[src/rtl/rf_writeback_arbiter.sv]
// -----------------------------------------------------------------------------
// rf_writeback_arbiter
//   Write-side initiator for the 32x32 register file. ALU results and buffered
//   load returns are merged into at most one registered write per cycle.
//   Load returns always pass through a small FIFO. ALU traffic normally has
//   priority. The FIFO head is forced out when the FIFO is full, or when the
//   head has waited MAX_WAIT cycles. Writes to x0 are consumed but never
//   issued, so RegWriteEn stays low for them.
//
// Ports
//   clk, rst                   clock (posedge), async active-high reset
//   alu_valid/alu_ready        ALU result handshake; alu_rd/alu_data carry it
//   ld_valid/ld_ready          load-return handshake; ld_rd/ld_data carry it
//   WriteData/WriteAddress     registered regfile write port (sampled at negedge)
//   RegWriteEn                 registered regfile write enable
//   fifo_count                 current load FIFO occupancy
//   query_rd/query_pending     (WB_PENDING_EN only) load-use hazard query
//
// Configuration macro
//   WB_PENDING_EN  adds query_rd/query_pending. query_pending is high when a
//                  valid FIFO entry targets query_rd (x0 never matches).
// -----------------------------------------------------------------------------
module rf_writeback_arbiter #(
  parameter int DW       = 32,
  parameter int AW       = 5,
  parameter int LD_DEPTH = 4,
  parameter int MAX_WAIT = 3
) (
  input  logic                        clk,
  input  logic                        rst,
  input  logic                        alu_valid,
  output logic                        alu_ready,
  input  logic [AW-1:0]               alu_rd,
  input  logic [DW-1:0]               alu_data,
  input  logic                        ld_valid,
  output logic                        ld_ready,
  input  logic [AW-1:0]               ld_rd,
  input  logic [DW-1:0]               ld_data,
  output logic [DW-1:0]               WriteData,
  output logic [AW-1:0]               WriteAddress,
  output logic                        RegWriteEn,
  output logic [$clog2(LD_DEPTH):0]   fifo_count
`ifdef WB_PENDING_EN
  ,
  input  logic [AW-1:0]               query_rd,
  output logic                        query_pending
`endif
);

  localparam int PW = $clog2(LD_DEPTH);
  localparam int CW = PW + 1;
  localparam int WW = $clog2(MAX_WAIT + 1);
  localparam logic [CW-1:0] FULL_CNT = CW'(LD_DEPTH);
  localparam logic [WW-1:0] WAIT_MAX = WW'(MAX_WAIT);

  // FIFO storage and control state
  logic [AW-1:0] fifo_rd_q   [LD_DEPTH];
  logic [DW-1:0] fifo_data_q [LD_DEPTH];
  logic [PW-1:0] wr_ptr_q, wr_ptr_d;
  logic [PW-1:0] rd_ptr_q, rd_ptr_d;
  logic [CW-1:0] count_q, count_d;
  logic [WW-1:0] wait_q, wait_d;

  // Registered write port
  logic [DW-1:0] wdata_q, wdata_d;
  logic [AW-1:0] waddr_q, waddr_d;
  logic          wen_q, wen_d;

  logic          fifo_full_s;
  logic          fifo_nonempty_s;
  logic          force_s;
  logic          alu_fire_s;
  logic          pop_s;
  logic          push_s;
  logic [AW-1:0] head_rd_s;
  logic [DW-1:0] head_data_s;

  // Arbitration decisions, derived only from registered state plus valids.
  always_comb begin
    fifo_full_s     = (count_q == FULL_CNT);
    fifo_nonempty_s = (count_q != '0);
    // A full FIFO, or a head that has waited long enough, wins over the ALU.
    force_s         = fifo_full_s | (fifo_nonempty_s & (wait_q == WAIT_MAX));
    alu_fire_s      = alu_valid & ~force_s;
    // force implies nonempty, so an empty FIFO is never popped.
    pop_s           = force_s | (~alu_valid & fifo_nonempty_s);
    // The start-of-cycle full flag gates the push, even while popping.
    push_s          = ld_valid & ~fifo_full_s;
    head_rd_s       = fifo_rd_q[rd_ptr_q];
    head_data_s     = fifo_data_q[rd_ptr_q];
  end

  assign alu_ready    = ~force_s;
  assign ld_ready     = ~fifo_full_s;
  assign WriteData    = wdata_q;
  assign WriteAddress = waddr_q;
  assign RegWriteEn   = wen_q;
  assign fifo_count   = count_q;

  // Next-state computation for the FIFO control, the wait counter and the write port.
  always_comb begin
    count_d  = count_q;
    wr_ptr_d = wr_ptr_q;
    rd_ptr_d = rd_ptr_q;
    wait_d   = wait_q;
    wdata_d  = wdata_q;
    waddr_d  = waddr_q;
    wen_d    = 1'b0;

    if (push_s && !pop_s) begin
      count_d = count_q + CW'(1);
    end else if (!push_s && pop_s) begin
      count_d = count_q - CW'(1);
    end else begin
      count_d = count_q;
    end

    if (push_s) begin
      wr_ptr_d = wr_ptr_q + PW'(1);
    end else begin
      wr_ptr_d = wr_ptr_q;
    end

    if (pop_s) begin
      rd_ptr_d = rd_ptr_q + PW'(1);
    end else begin
      rd_ptr_d = rd_ptr_q;
    end

    // Age of the current head. It restarts whenever the head changes or the FIFO is empty.
    if (!fifo_nonempty_s || pop_s) begin
      wait_d = '0;
    end else if (wait_q != WAIT_MAX) begin
      wait_d = wait_q + WW'(1);
    end else begin
      wait_d = wait_q;
    end

    if (alu_fire_s) begin
      wdata_d = alu_data;
      waddr_d = alu_rd;
      wen_d   = (alu_rd != '0);
    end else if (pop_s) begin
      wdata_d = head_data_s;
      waddr_d = head_rd_s;
      wen_d   = (head_rd_s != '0);
    end else begin
      wen_d   = 1'b0;
    end
  end

  // State registers. An async reset drops all pending entries.
  always_ff @(posedge clk or posedge rst) begin
    if (rst) begin
      wr_ptr_q <= '0;
      rd_ptr_q <= '0;
      count_q  <= '0;
      wait_q   <= '0;
      wdata_q  <= '0;
      waddr_q  <= '0;
      wen_q    <= 1'b0;
      for (int i = 0; i < LD_DEPTH; i++) begin
        fifo_rd_q[i]   <= '0;
        fifo_data_q[i] <= '0;
      end
    end else begin
      wr_ptr_q <= wr_ptr_d;
      rd_ptr_q <= rd_ptr_d;
      count_q  <= count_d;
      wait_q   <= wait_d;
      wdata_q  <= wdata_d;
      waddr_q  <= waddr_d;
      wen_q    <= wen_d;
      if (push_s) begin
        fifo_rd_q[wr_ptr_q]   <= ld_rd;
        fifo_data_q[wr_ptr_q] <= ld_data;
      end
    end
  end

`ifdef WB_PENDING_EN
  logic [PW-1:0] occ_off_s;

  // Hazard query. Slot i is live when its distance from the head is below the occupancy.
  always_comb begin
    query_pending = 1'b0;
    occ_off_s     = '0;
    for (int i = 0; i < LD_DEPTH; i++) begin
      occ_off_s = PW'(i) - rd_ptr_q;
      if ((query_rd != '0) && ({1'b0, occ_off_s} < count_q) && (fifo_rd_q[i] == query_rd)) begin
        query_pending = 1'b1;
      end else begin
        query_pending = query_pending;
      end
    end
  end
`endif

endmodule

[config.mk]
export PLATFORM = sky130hd
export DESIGN_NAME = rf_writeback_arbiter
export DESIGN_NICKNAME = d
export VERILOG_FILES = /design/src/rtl/rf_writeback_arbiter.sv
export SDC_FILE = /design/constraint.sdc
export NUM_CORES = 1
export LEC_CHECK = 0
export ABC_AREA = 1
export BUFFER_PORTS_ARGS = -buffer_cell sky130_fd_sc_hd__buf_2
export CAP_MARGIN = 20
export CORE_MARGIN = 5
export CORE_UTILIZATION = 30
export CTS_BUF_LIST = sky130_fd_sc_hd__clkbuf_4 sky130_fd_sc_hd__clkbuf_8
export DETAILED_ROUTE_END_ITERATION = 10
export GPL_TIMING_DRIVEN = 0
export PLACE_DENSITY = 0.55
export SETUP_SLACK_MARGIN = 0.02
export SKIP_LAST_GASP = 1
export SYNTH_ARGS = -nofsm -noshare
export SYNTH_HDL_FRONTEND = slang
export SYNTH_SLANG_ARGS = --single-unit
[constraint.sdc]
create_clock -name clk -period 5.4 [get_ports clk]
set_clock_uncertainty 0.1 [all_clocks]
set_input_delay 0 -clock clk [delete_from_list [all_inputs] [get_ports clk]]
set_output_delay 0 -clock clk [all_outputs]
set_load 0.1 [all_outputs]
==> impl_results.md <==
- Post-Synthesis Cell Area: 8880 µm²
- Worst path most repeated cell: ha_1
- Crit Path Class: reg2reg
- Ys Warns: 0
- Max Cap Viol: 0
- Count of different cell masters after synthesis: 27
- Gpl congestion: ~0.8
- Launching point of the worst reg2reg path: wait_q[0]$_DFFE_PP0P_
- Vias in the first global route: ~8.3k
- Worst Setup SP: wait_q[0]$_DFFE_PP0P_
- WL/cell: 17.1 µm
- Dpl cells: between 1.5k and 2k
- Final net count: between 1k and 1.5k
- Placed cell area: ~10,000 µm²
- Inserted Diodes: 0
- GRT Total Usage: between 10% and 20%
- Final non-filler cell total: 1,696
- Final wirelength: 29.0 mm
- P_sw: 0.00403 W
- XOR/XNOR Fraction of Synth Area: less than 1%
- Number of synthesized register bits: 195
- Setup-failing EPs final: 0
- Sequential area share after synthesis: ~55%
- Worst Setup End Kind: flip-flop
- Largest family of logic cells by synthesized area: simple AND/OR/NAND/NOR gates
- Cells after Synth: approximately 1.1k
- Starting Density: a little over 30%
- Switching share of power: 51.7%
- Avg Cell Area, Syn: 8.30 µm²
- Setup_tns: 0 ns
- Core Rows: 63
- Setup crit start kind: flip-flop
- Cells on worst reg2reg path: 11
- Clk sinks: slightly below 200
- Largest net degree at the start of global routing: 41
- Comb pwr share: a little over half
- Power density cells: between 600 and 700 nW/µm²
- Tightest Pin Transition: a little under 0.7 ns
- RSZ-0062 raised after global routing: false
- Placement Setup Slack: around 2.8 ns
- Simple-gate share of the synthesized area: 21.7%
- Root buf cell: clkbuf_8
- Slew Limit Fails: 0
- Share of cells above drive strength 1: between 10% and 20%
- Fmax: 0.389 GHz
- CTS tree: built
- Vias post-DR: about 8.0k
- DRT iter0 DRCs: 549
- Critical-path top delay cell: dfrtp_1
- Initial antenna violation count: 0
- Outcome: complete, no violations
- Commonest non-fill, non-tap cell in the layout: nand2_1
- Worst EP arrival: between 2 and 3 ns
- Routed Antenna Nets: 0
- First-pass DRT Iterations: 5
- Most frequent cells in the layout: nand2_1 (280), dfrtp_1 (195), buf_2 (155), o21ai_1 (140), nor2_1 (126)
- PortBufs: ~120
- Crit Path Max Fanout: 10
- Synth-to-Final Area Change: 27.3%
- Internal Power: between 0.003 and 0.004 W
- Worst hold path type: in2async
- Final hold vios: 0
- Die height: around 180 µm
- I/O pin count: around 120
- Max clock buf depth: 2
- CORE AREA: between 20,000 and 30,000 µm²
- Largest stage delay on the critical path: ~0.4 ns
- Final Cycle Share: between 40% and 50%
- Critical Path RT: approximately 5.7 ns
- Post-Syn Nets: approximately 1.2k
- Clock power share: a little over an eighth
- Die footprint: ~33,000 µm²
- Post-DR vias/cell: between 4 and 5
- Power Total: a little under 0.008 W
- CTS Buf Count: 17
- Cell-by-cell trace of the critical path: ha_1 -> nor2_1 -> nand2_1 -> nand2_2 -> buf_2 -> ha_1 -> inv_1 -> fa_1 -> a21oi_1 -> o21ai_0 -> xor2_1
- First-pass GRT wire length: ~46 mm
- Mux share of post-synthesis cell area: 0.127%
- Worst slew margin: 53.9%
- Reg power frac: approximately a third
- Compound-gate portion of the synthesized area: about 15%
- Clk slew on worst S/H paths: around 0.10 ns
- Final min period: around 2.6 ns
- Overflow after GRT: 0
- DR DRC count: 0
- Post-route setup slack: 2.83 ns
- Adder-Cell Fraction of Synth Area: roughly 1.1%
- Die extent in x: approximately 180 µm
- Final instance area: ~11,000 µm²
- Post-DP HPWL: ~21 mm
- Clk_lat worst skew: around 0.48 ns
- H-tree Lvls: 4
- Leak Pwr: ~5.5 nW
- Peak VDD IR: between 0.2 and 0.25 mV
synthesized netlist by cell type:
cell type,n,area [µm²]
nand2_1,280,1050
dfrtp_1,195,4880
o21ai_1,140,701
nor2_1,126,473
o21ai_0,92,460
nand3_1,64,320
inv_1,45,169
buf_2,36,180
a21oi_1,25,125
buf_4,20,150
clkbuf_1,9,33.8
ha_1,6,75.1
nand2_2,5,31.3
buf_6,4,45.0
o211ai_1,4,30.0
buf_1,3,11.3
xor2_1,3,26.3
inv_2,2,7.51
nand2_4,2,22.5
nor2_4,2,22.5
fa_1,1,20.0
inv_4,1,6.26
mux2_2,1,11.3
nor4_1,1,6.26
o21ai_2,1,8.76
o21bai_1,1,7.51
xnor2_1,1,8.76
power by group through the flow:
stage / combinational [W] / sequential, W / clock [W]
finish: 0.00423 / 0.00253 / 0.00104
detailed placement: 0.00417 / 0.00255 / 0
floorplan: 0.00199 / 0.00360 / 0
CTS: 0.00424 / 0.00252 / 0.00106
global route: 0.00464 / 0.00261 / 0.00111
global placement: 0.00411 / 0.00253 / 0
timing repair:
| item | CTS | global route |
|---|---|---|
| hold buffers | 81 | 0 |
| resized for setup | 0 | 0 |
| endpoints found under the hold margin | 314 | 0 |
| buffers inserted | 0 | 0 |
stage by stage:
stage | utilization, % | hold slack, ns
final | 38.5 | 0.0644
after global routing | 38.5 | 0.108
after global placement | 33.9 | 0.172
after detailed placement | 34.3 | 0.0379
after floorplan | - | 0.0478
after CTS | 38.5 | 0.0578
cell families (layout without fill, tap and decap cells):
logic type / after synthesis / after routing
compound gates: 263 / 263
xor+xnor: 4 / 4
fa+ha+maj: 7 / 7
buf+inv: 120 / 356
flops: 195 / 195
mux: 1 / 1
simple gates: 480 / 480
worst max-delay path, delay by kind of cell, from the launching register on:
family,cells,cell delay (ns)
fa+ha+maj,3,0.79
simple gates,3,0.41
flops,1,0.39
buf+inv,2,0.35
compound gates,2,0.26
xor+xnor,1,0.15
cell type report:
type	count	area (µm²)
timing repair buffer	205	1510
clock buffer	21	283
tap	390	488
sequential	195	4880
fill	3070	18100
buffer	72	420
multi-input combinational	755	3400
inverter	48	186
clock inverter	10	148
registers in the layout, summed over array words and instances, names as in the netlist:
signal        count
WriteData        32
rd_ptr_q          2
fifo_rd_q        20
WriteAddress      5
RegWriteEn        1
fifo_count        3
wait_q            2
wr_ptr_q          2
fifo_data_q     128
path summary, 6_finish.rpt:
| path | endpoint | slack (ns) |
|---|---|---|
| worst max-delay path | fifo_count[2]$_DFFE_PP0P_ | 2.83 |
| worst min-delay path | WriteData[28]$_DFFE_PP0P_ | 0.06 |
| worst max register to register | fifo_count[2]$_DFFE_PP0P_ | 2.83 |
| worst min register to register | wait_q[0]$_DFFE_PP0P_ | 0.34 |
| max in group asynchronous | fifo_data_q[75]$_DFFE_PP0P_ | 4.25 |
| min in group clk | WriteData[17]$_DFFE_PP0P_ | 0.23 |
layer usage:
layer,track usage [%],wire (µm)
met1,24.1,13500
met2,29.0,13400
met3,3.91,1690
met4,4.35,423
met5,0,0
(Power assumes the default switching activity.)
